`src/rtl/mem_pkg.sv`:
```
// Shared definitions for the memory access unit: size encodings, FSM state type
// and the default DataMEM size.
package mem_pkg;

  localparam int MEM_BYTES_DEFAULT = 64;

  localparam logic [1:0] SZ_BYTE    = 2'b00;
  localparam logic [1:0] SZ_HALF    = 2'b01;
  localparam logic [1:0] SZ_WORD    = 2'b10;
  localparam logic [1:0] SZ_ILLEGAL = 2'b11;

  typedef enum logic [1:0] {
    ST_IDLE  = 2'b00,
    ST_READ  = 2'b01,
    ST_WRITE = 2'b10,
    ST_RESP  = 2'b11
  } state_e;

endpackage

```
`src/rtl/mem_lane_align.sv`:
```
// Load lane extraction from a big-endian memory word, followed by sign or zero
// extension of sub-word results. Purely combinational.
module mem_lane_align
  import mem_pkg::*;
(
  input  logic [31:0] word_i,
  input  logic [1:0]  lane_i,
  input  logic [1:0]  size_i,
  input  logic        sign_i,
  output logic [31:0] data_o
);

  logic [7:0]  byte_sel;
  logic [15:0] half_sel;

  always_comb begin
    byte_sel = 8'h00;
    // Big-endian: the lowest byte address sits in the top byte of the word.
    case (lane_i)
      2'd0:    byte_sel = word_i[31:24];
      2'd1:    byte_sel = word_i[23:16];
      2'd2:    byte_sel = word_i[15:8];
      default: byte_sel = word_i[7:0];
    endcase
    half_sel = lane_i[1] ? word_i[15:0] : word_i[31:16];
  end

  always_comb begin
    data_o = word_i;
    case (size_i)
      SZ_BYTE: data_o = sign_i ? {{24{byte_sel[7]}}, byte_sel} : {24'h000000, byte_sel};
      SZ_HALF: data_o = sign_i ? {{16{half_sel[15]}}, half_sel} : {16'h0000, half_sel};
      default: data_o = word_i;
    endcase
  end

endmodule

```
`src/rtl/mem_access_unit.sv`:
```
// CPU load/store front-end for a word-wide big-endian DataMEM: alignment and
// range checks, sub-word read-modify-write, and load lane extraction.
//
// state    | meaning
// ST_IDLE  | ready for a request, memory outputs hold their last value
// ST_READ  | aligned word on mem_addr, mem_rdata captured at cycle end
// ST_WRITE | mem_rw high with mem_addr/mem_wdata stable for the cycle
// ST_RESP  | resp_valid high for exactly one cycle
module mem_access_unit
  import mem_pkg::*;
#(
  parameter int MEM_BYTES = MEM_BYTES_DEFAULT
) (
  input  logic        CLK,
  input  logic        Reset,
  input  logic        req_valid,
  output logic        req_ready,
  input  logic        req_we,
  input  logic [1:0]  req_size,
  input  logic        req_signed,
  input  logic [31:0] req_addr,
  input  logic [31:0] req_wdata,
  output logic        resp_valid,
  output logic [31:0] resp_rdata,
  output logic        resp_err,
  output logic [31:0] mem_addr,
  output logic [31:0] mem_wdata,
  output logic        mem_rw,
  input  logic [31:0] mem_rdata
);

  state_e      state_q, state_d;
  logic        we_q, we_d;
  logic [1:0]  size_q, size_d;
  logic        signed_q, signed_d;
  logic [1:0]  lane_q, lane_d;
  logic [15:0] wdata_q, wdata_d;
  logic        req_ready_q, req_ready_d;
  logic        resp_valid_q, resp_valid_d;
  logic        resp_err_q, resp_err_d;
  logic [31:0] resp_rdata_q, resp_rdata_d;
  logic [31:0] mem_addr_q, mem_addr_d;
  logic [31:0] mem_wdata_q, mem_wdata_d;
  logic        mem_rw_q, mem_rw_d;

  logic        accept;
  logic        req_err;
  logic [31:0] load_data;

  function automatic logic [31:0] rmw_merge(input logic [31:0] old_word,
                                            input logic [15:0] wd,
                                            input logic [1:0]  size,
                                            input logic [1:0]  lane);
    logic [31:0] w;
    w = old_word;
    if (size == SZ_BYTE) begin
      case (lane)
        2'd0:    w[31:24] = wd[7:0];
        2'd1:    w[23:16] = wd[7:0];
        2'd2:    w[15:8]  = wd[7:0];
        default: w[7:0]   = wd[7:0];
      endcase
    end else if (size == SZ_HALF) begin
      if (lane[1]) w[15:0] = wd;
      else         w[31:16] = wd;
    end
    return w;
  endfunction

  assign accept  = req_valid && req_ready_q;
  assign req_err = (req_size == SZ_ILLEGAL)
                || ((req_size == SZ_HALF) && req_addr[0])
                || ((req_size == SZ_WORD) && (req_addr[1:0] != 2'b00))
                || (req_addr > 32'(MEM_BYTES - 1));

  mem_lane_align u_lane_align (
    .word_i (mem_rdata),
    .lane_i (lane_q),
    .size_i (size_q),
    .sign_i (signed_q),
    .data_o (load_data)
  );

  always_comb begin
    state_d      = state_q;
    we_d         = we_q;
    size_d       = size_q;
    signed_d     = signed_q;
    lane_d       = lane_q;
    wdata_d      = wdata_q;
    req_ready_d  = req_ready_q;
    resp_valid_d = 1'b0;
    resp_err_d   = 1'b0;
    resp_rdata_d = 32'h0;
    mem_addr_d   = mem_addr_q;
    mem_wdata_d  = mem_wdata_q;
    mem_rw_d     = 1'b0;

    case (state_q)
      ST_IDLE: begin
        if (accept) begin
          we_d        = req_we;
          size_d      = req_size;
          signed_d    = req_signed;
          lane_d      = req_addr[1:0];
          wdata_d     = req_wdata[15:0];
          req_ready_d = 1'b0;
          if (req_err) begin
            // Errors never touch the memory port; mem_addr keeps its old value.
            state_d      = ST_RESP;
            resp_valid_d = 1'b1;
            resp_err_d   = 1'b1;
          end else begin
            mem_addr_d = {req_addr[31:2], 2'b00};
            if (req_we && (req_size == SZ_WORD)) begin
              state_d     = ST_WRITE;
              mem_wdata_d = req_wdata;
              mem_rw_d    = 1'b1;
            end else begin
              state_d = ST_READ;
            end
          end
        end
      end

      ST_READ: begin
        if (we_q) begin
          state_d     = ST_WRITE;
          mem_wdata_d = rmw_merge(mem_rdata, wdata_q, size_q, lane_q);
          mem_rw_d    = 1'b1;
        end else begin
          state_d      = ST_RESP;
          resp_valid_d = 1'b1;
          resp_rdata_d = load_data;
        end
      end

      ST_WRITE: begin
        state_d      = ST_RESP;
        resp_valid_d = 1'b1;
      end

      default: begin
        state_d     = ST_IDLE;
        req_ready_d = 1'b1;
      end
    endcase
  end

  always_ff @(posedge CLK) begin
    if (Reset) begin
      state_q      <= ST_IDLE;
      we_q         <= 1'b0;
      size_q       <= SZ_BYTE;
      signed_q     <= 1'b0;
      lane_q       <= 2'b00;
      wdata_q      <= 16'h0;
      req_ready_q  <= 1'b1;
      resp_valid_q <= 1'b0;
      resp_err_q   <= 1'b0;
      resp_rdata_q <= 32'h0;
      mem_addr_q   <= 32'h0;
      mem_wdata_q  <= 32'h0;
      mem_rw_q     <= 1'b0;
    end else begin
      state_q      <= state_d;
      we_q         <= we_d;
      size_q       <= size_d;
      signed_q     <= signed_d;
      lane_q       <= lane_d;
      wdata_q      <= wdata_d;
      req_ready_q  <= req_ready_d;
      resp_valid_q <= resp_valid_d;
      resp_err_q   <= resp_err_d;
      resp_rdata_q <= resp_rdata_d;
      mem_addr_q   <= mem_addr_d;
      mem_wdata_q  <= mem_wdata_d;
      mem_rw_q     <= mem_rw_d;
    end
  end

  assign req_ready  = req_ready_q;
  assign resp_valid = resp_valid_q;
  assign resp_err   = resp_err_q;
  assign resp_rdata = resp_rdata_q;
  assign mem_addr   = mem_addr_q;
  assign mem_wdata  = mem_wdata_q;
  assign mem_rw     = mem_rw_q;

endmodule

```
`config.mk`:
```
export PLATFORM = sky130hd
export DESIGN_NAME = mem_access_unit
export DESIGN_NICKNAME = d
export VERILOG_FILES = /design/src/rtl/mem_pkg.sv /design/src/rtl/mem_lane_align.sv /design/src/rtl/mem_access_unit.sv
export SDC_FILE = /design/constraint.sdc
export NUM_CORES = 1
export LEC_CHECK = 0
export CORE_MARGIN = 2
export CORE_UTILIZATION = 45
export CTS_BUF_LIST = sky130_fd_sc_hd__clkbuf_4
export DETAILED_ROUTE_END_ITERATION = 8
export PLACE_DENSITY = 0.81
export REMOVE_ABC_BUFFERS = 1
export SYNTH_ARGS = -nofsm -noshare
export SYNTH_HDL_FRONTEND = slang
export SYNTH_HIERARCHICAL = 1
export SYNTH_SLANG_ARGS = --single-unit
```
`constraint.sdc`:
```
create_clock -name CLK -period 2.4 [get_ports CLK]
set_input_delay 0.24 -clock CLK [delete_from_list [all_inputs] [get_ports CLK]]
set_output_delay 0.24 -clock CLK [all_outputs]
set_load 0.1 [all_outputs]
```
Word-level counts from Yosys, hierarchy flattened
Cells that the tools add are included.
{"block": "totals", "register_bits": 122, "inputBits": 103, "output_inout_bits": 100, "word_cells": 84}
{"block": "op_classes", "n_lt_le_gt_ge": 1, "eq_ne": 12, "mux": 34, "bitwise": 4, "reduce_logical": 20}
{"operator": "$mux 32", "count": 8}
{"operator": "$pmux 32 s2", "count": 2}
{"operator": "$mux 16", "count": 3}
{"operator": "$gt 32x6->1 const B", "count": 1}
{"operator": "$mux 8", "count": 4}
{"operator": "$pmux 8 s3", "count": 1}
{"operator": "$mux 1", "count": 9}
{"operator": "$eq 2x1->1 const B", "count": 4}
{"operator": "$eq 2x2->1 const B", "count": 4}
{"operator": "$ne 2x2->1 const B", "count": 4}
{"operator": "$logic_not 2->1", "count": 3}
{"operator": "$mux 2", "count": 3}
{"operator": "$pmux 2 s3", "count": 1}
{"operator": "$reduce_or 3->1", "count": 2}
{"operator": "$reduce_and 5->1", "count": 1}
{"operator": "$logic_and 1x1->1", "count": 4}
{"operator": "$not 1->1", "count": 4}
{"operator": "$pmux 1 s2", "count": 2}
{"operator": "$reduce_and 2->1", "count": 2}
{"operator": "$reduce_bool 2->1", "count": 2}
{"operator": "$reduce_or 2->1", "count": 2}
{"operator": "$logic_or 1x1->1", "count": 3}
{"operator": "$pmux 1 s3", "count": 1}
{"operator": "$reduce_and 3->1", "count": 1}

Longest topological paths before layout
{"block": "logic_depth", "ltp_word": 8, "mapped_depth": 10, "ltp_nobuf": 7}

By module
Netlist, hierarchy kept.
{"mod": "mem_access_unit", "instances": 1, "cells_each": 607, "area_per_inst_um2": 5333.9, "seq_area_each_um2": 2442.3}
{"mod": "mem_lane_align", "instances": 1, "cells_each": 107, "area_per_inst_um2": 829.5, "seq_area_each_um2": 0.0}

Worst setup path after synthesis
No wires, ideal clock.
{"block": "synth_timing", "kind": "register to register", "start": "register req_ready_q, in the netlist req_ready", "end": "register mem_addr_q[10], in the netlist mem_addr[10]", "setup_ns": 0.118, "arrival_ns": 2.309, "required_time_ns": 2.282, "setup_slack_ns": -0.027, "path_stages_with_launch": 6, "n_path_buf": 1, "period_less_slack_ns": 2.427, "path_cell_list": "dfxtp_1 nand3_1 nor4_4 nor2_2 clkbuf_1 and2_1"}
{"block": "synth_via", "elab_chain_len": 2}
{"element": "from (decl)", "line": "mem_access_unit.sv:38", "text": "logic req_ready_q, req_ready_d;"}
{"element": "from (signal assigned)", "line": "mem_access_unit.sv:172", "text": "req_ready_q <= req_ready_d;"}
{"element": "$logic_and 1x1->1", "line": "mem_access_unit.sv:70", "text": "assign accept = req_valid && req_ready_q;"}
{"element": "$reduce_and 3->1 (no line)"}
{"element": "to (signal assigned)", "line": "mem_access_unit.sv:176", "text": "mem_addr_q <= mem_addr_d;"}
{"element": "to (decl)", "line": "mem_access_unit.sv:42", "text": "logic [31:0] mem_addr_q, mem_addr_d;"}
Every way passes these cells.
A chain may end at the register's enable or synchronous reset.

Worst setup path after layout
{"block": "layout_timing", "start": "register state_q[0]", "end": "register mem_wdata_q[27], in the netlist mem_wdata[27]"}
{"block": "layout_via", "elab_chain_len": 3, "word_cells_on_any_way": 9, "classes_between": "5 x eq/ne; 1 x mux; 3 x reduce/logical"}
{"element": "from (decl)", "line": "mem_access_unit.sv:32", "text": "state_e state_q, state_d;"}
{"element": "from (signal assigned)", "line": "mem_access_unit.sv:166", "text": "state_q <= state_d;"}
{"element": "$eq 2x1->1 / $logic_not 2->1 (equally long branches)", "line": "mem_access_unit.sv:99", "text": "case (state_q)"}
{"element": "$ne 2x2->1 (no line) / $reduce_bool 2->1 (equally long branches)"}
{"element": "$reduce_and 5->1 (no line)"}
{"element": "to (signal assigned)", "line": "mem_access_unit.sv:177", "text": "mem_wdata_q <= mem_wdata_d;"}
{"element": "to (decl)", "line": "mem_access_unit.sv:43", "text": "logic [31:0] mem_wdata_q, mem_wdata_d;"}
Parallel ways exist; a longest one is shown, timed or not.

==> results.py <==
metrics = {
    "setup_path": {
        "timing.rr.start": "state_q[0]$_SDFFE_PP0N_",
        "crit_type": "flop to flop",
        "cp_max_fo": 25,
        "crit_buf_inv": 2,
        "worstPathCellList": "inv_1 > ha_1 > a21bo_2 > nand3_1 > or4_1 > buf_12 > nand2_2 > a211oi_1",
        "reg2reg_depth": 8,
        "slowest_delay_ps": 480,
        "critPathLaunchType": "flop",
        "reg2reg_to": "mem_wdata[27]$_SDFFE_PP0P_",
        "reg2reg_slack_ps": 220,
        "slowest_stage": "or4_1",
        "end_kind": "flop",
        "crit_required_ps": 2800,
        "cp_top_family": "simple AND/OR/NAND/NOR gates",
        "arrival_ps": 2580,
    },
    "min_path": {
        "min_from": "Reset",
        "holdPathEnd": "resp_err$_SDFF_PP0_",
        "min_delay_path_depth": 2,
        "min_path_type": "primary input to flop",
    },
    "clocking": {
        "clockRootBuffer": "clkbuf_4",
        "ctsResizeCount": 0,
        "clk_latency_ps": 540,
        "cts_hold_buf": 0,
        "numCtsBuffers": 17,
        "cts_setup_buffers": 0,
        "cts_max_level": 4,
        "clk_pin_slew_worst_paths_ps": 100,
        "clkSinkCount": 122,
        "cts_buffer_depth": 2,
        "cts_tree": "yes",
    },
    "die": {
        "io-pin-count": 203,
        "coreArea_um2": 13300,
        "start_util_pct": 46.4,
        "die_y_um": 121,
        "rows": 42,
        "die_area_um2": 14600,
        "fp.dieW_um": 121,
    },
    "logic_synthesis": {
        "synthFlopType": "dfxtp_1",
        "synth.distinct_cells": 53,
        "syn_avg_cell_area_um2": 8.63,
        "synth_edf_count": 0,
        "synth_most_common_cell": "dfxtp_1",
        "synth_area_um2": 6160,
        "synth_area_leaders": "dfxtp_1 (40%), and2_1 (5.9%), mux2i_1 (4.5%)",
        "yosysTopAreaCell": "dfxtp_1",
        "yosys_warnings": 6,
        "synth_cells": 714,
        "synth.ff_latch_count": 122,
        "synth_common_cells": "dfxtp_1 (122), nand2_1 (73), and2_1 (58), a21oi_1 (54)",
        "async_flop_share_pct": 0,
        "ys_seq_area_share_pct": 39.6,
        "yosysTopAreaCellShare_pct": 39.6,
    },
    "global_routing": {
        "grt_max_degree": 38,
        "antenna_found_initial": 1,
        "grt_pass1_wl_um": 29500,
        "grt_overflow_total": 0,
        "gr-usage-all-layers_pct": 25.7,
        "grt_pass1_vias": 5568,
    },
    "timing": {
        "maxSlewHeadroom_pct": 50.2,
        "drv_slew": 0,
        "setup_viol": 0,
        "fmax_mhz": 459,
        "rsz0062_at_grt": "false",
        "clock_skew_ps": 15.0,
        "hold_viol": 0,
        "period_share_pct": 90.8,
        "layout_min_cycle_time_ps": 2180,
        "worstMarginPinSlew_ps": 747,
    },
    "place": {
        "routabilityCongestion": 0.919,
        "port_buffers": 200,
        "dpl-instance-area_um2": 8090,
        "dp_hpwl_um": 13700,
        "place_inst": 1054,
    },
    "layout": {
        "nets": 1004,
        "area_growth_syn_to_layout_pct": 34.8,
        "fill_cells": 1200,
        "finalInstanceArea_um2": 8310,
        "stdcell_count": 1086,
        "drive_gt1_share_pct": 23.7,
    },
    "route": {
        "dr.pass1.iters": 6,
        "wl_per_cell_um": 17.8,
        "vias_per_cell": 5.66,
        "num_vias": 6148,
        "ant_nets": 0,
        "post-route-drc-count": 0,
        "drt_wl_total_um": 19300,
        "first_iter_violations": 612,
    },
    "power_and_ir_drop": {
        "ir_worst_vdd_mv": 0.639,
        "finalPower_w": 0.00637,
        "p_per_area_nw_per_um2": 767,
        "leakagePower_nw": 3.32,
    },
    "status": {
        "status": "finished clean",
    },
    "job": {
        "maxCapViolCount": 0,
    },
}
-- placed cells by master, fill, tap and decap left out, drive strengths merged, types with 2 or more instances in the layout --
cell type and count:
o211ai 17, a21oi 59, nor4 8, nor3 11
mux2 3, a211oi 9, a22o 16, nand2 74
o21ai 26, nor2 33, and2 58, nor2b 2
clkdlybuf4s50 101, mux2i 28, nand3 68, inv 13
dfxtp 122, clkinv 6, nand2b 5, a2bb2oi 7
or2 3, o221ai 24, nor3b 3, diode 2
buf 129, ha 4, clkbuf 24, a22oi 9
o22a 7, o21bai 2, o22ai 16, a31oi 8
conb 2
-- how the worst max path moves through the flow --
| stage | from | end | slack [ps] | cells after the start |
|---|---|---|---|---|
| after detailed placement | req_addr[29] | mem_wdata[26]$_SDFFE_PP0P_ | 60 | 7 |
| final | state_q[0]$_SDFFE_PP0N_ | mem_wdata[27]$_SDFFE_PP0P_ | 220 | 8 |
| after floorplan | state_q[1]$_SDFFE_PP0N_ | mem_wdata[24]$_SDFFE_PP0P_ | -1070 | 7 |
| after global routing | state_q[0]$_SDFFE_PP0N_ | mem_wdata[30]$_SDFFE_PP0P_ | 110 | 8 |
| after global placement | req_addr[22] | mem_wdata[25]$_SDFFE_PP0P_ | 110 | 7 |
| after CTS | state_q[0]$_SDFFE_PP0N_ | mem_wdata[27]$_SDFFE_PP0P_ | 240 | 8 |
-- worst reg2reg max path, delay by kind of cell, from the launching register on --
| kind | cells | cell delay (ps) |
|---|---|---|
| adder cells (fa/ha/maj) | 1 | 250 |
| AND/OR/NAND/NOR | 3 | 770 |
| flip-flops | 1 | 400 |
| AO/OA/AOI/OAI | 2 | 320 |
| buffers and inverters | 2 | 300 |
-- where the power goes --
| group | switching, W | internal [W] |
|---|---|---|
| Clock | 0.000706 | 0.000463 |
| Combinational | 0.00186 | 0.000983 |
| Sequential | 0.000170 | 0.00219 |
| Total | 0.00274 | 0.00363 |
-- logic make-up after synthesis --
kind of cell | share of synthesized area (%)
simple gates | 24.5
flops | 39.6
mux | 5.10
fa+ha+maj | 0.812
buf+inv | 6.17
compound gates | 23.8
other cells | 0.0608
-- layer usage --
metal  vias up  track usage (%)  part of all wire, %
li1       2946                -                    -
met1      2873             34.5                   42
met2       296             40.2                   47
met3        33             6.20                  9.3
met4         0             9.23                  2.4
met5         -                0                    0
-- per-stage QoR --
step / hold slack, ps / setup WS, ps / TNS, ps / utilization (%)
finish: 99.4 / 221 / 0 / 62.5
global route: 74.8 / 111 / 0 / 62.5
CTS: 64.6 / 235 / 0 / 62.4
detailed placement: 448 / 57.8 / 0 / 60.9
global placement: 444 / 106 / 0 / 60.9
floorplan: 302 / -1070 / -69830 / -
-- final cells by class --
type                       instances  area (µm²)  area share, %
multi-input combinational        513        3350           40.4
inverter                          13        48.8          0.588
clock buffer                      24         180           2.17
antenna                            2        5.00         0.0603
clock inverter                     6        26.3          0.316
tap                              176         220           2.65
sequential                       122        2440           29.4
timing repair buffer             230        2030           24.4
-- state kept, by name, indices dropped and copies added (netlist names) --
register	flops
lane_q	2
resp_valid	1
mem_wdata	32
we_q	1
size_q	2
state_q	2
req_ready	1
resp_rdata	32
mem_rw	1
resp_err	1
signed_q	1
mem_addr	30
wdata_q	16
Power figures use the tool's default switching activity.
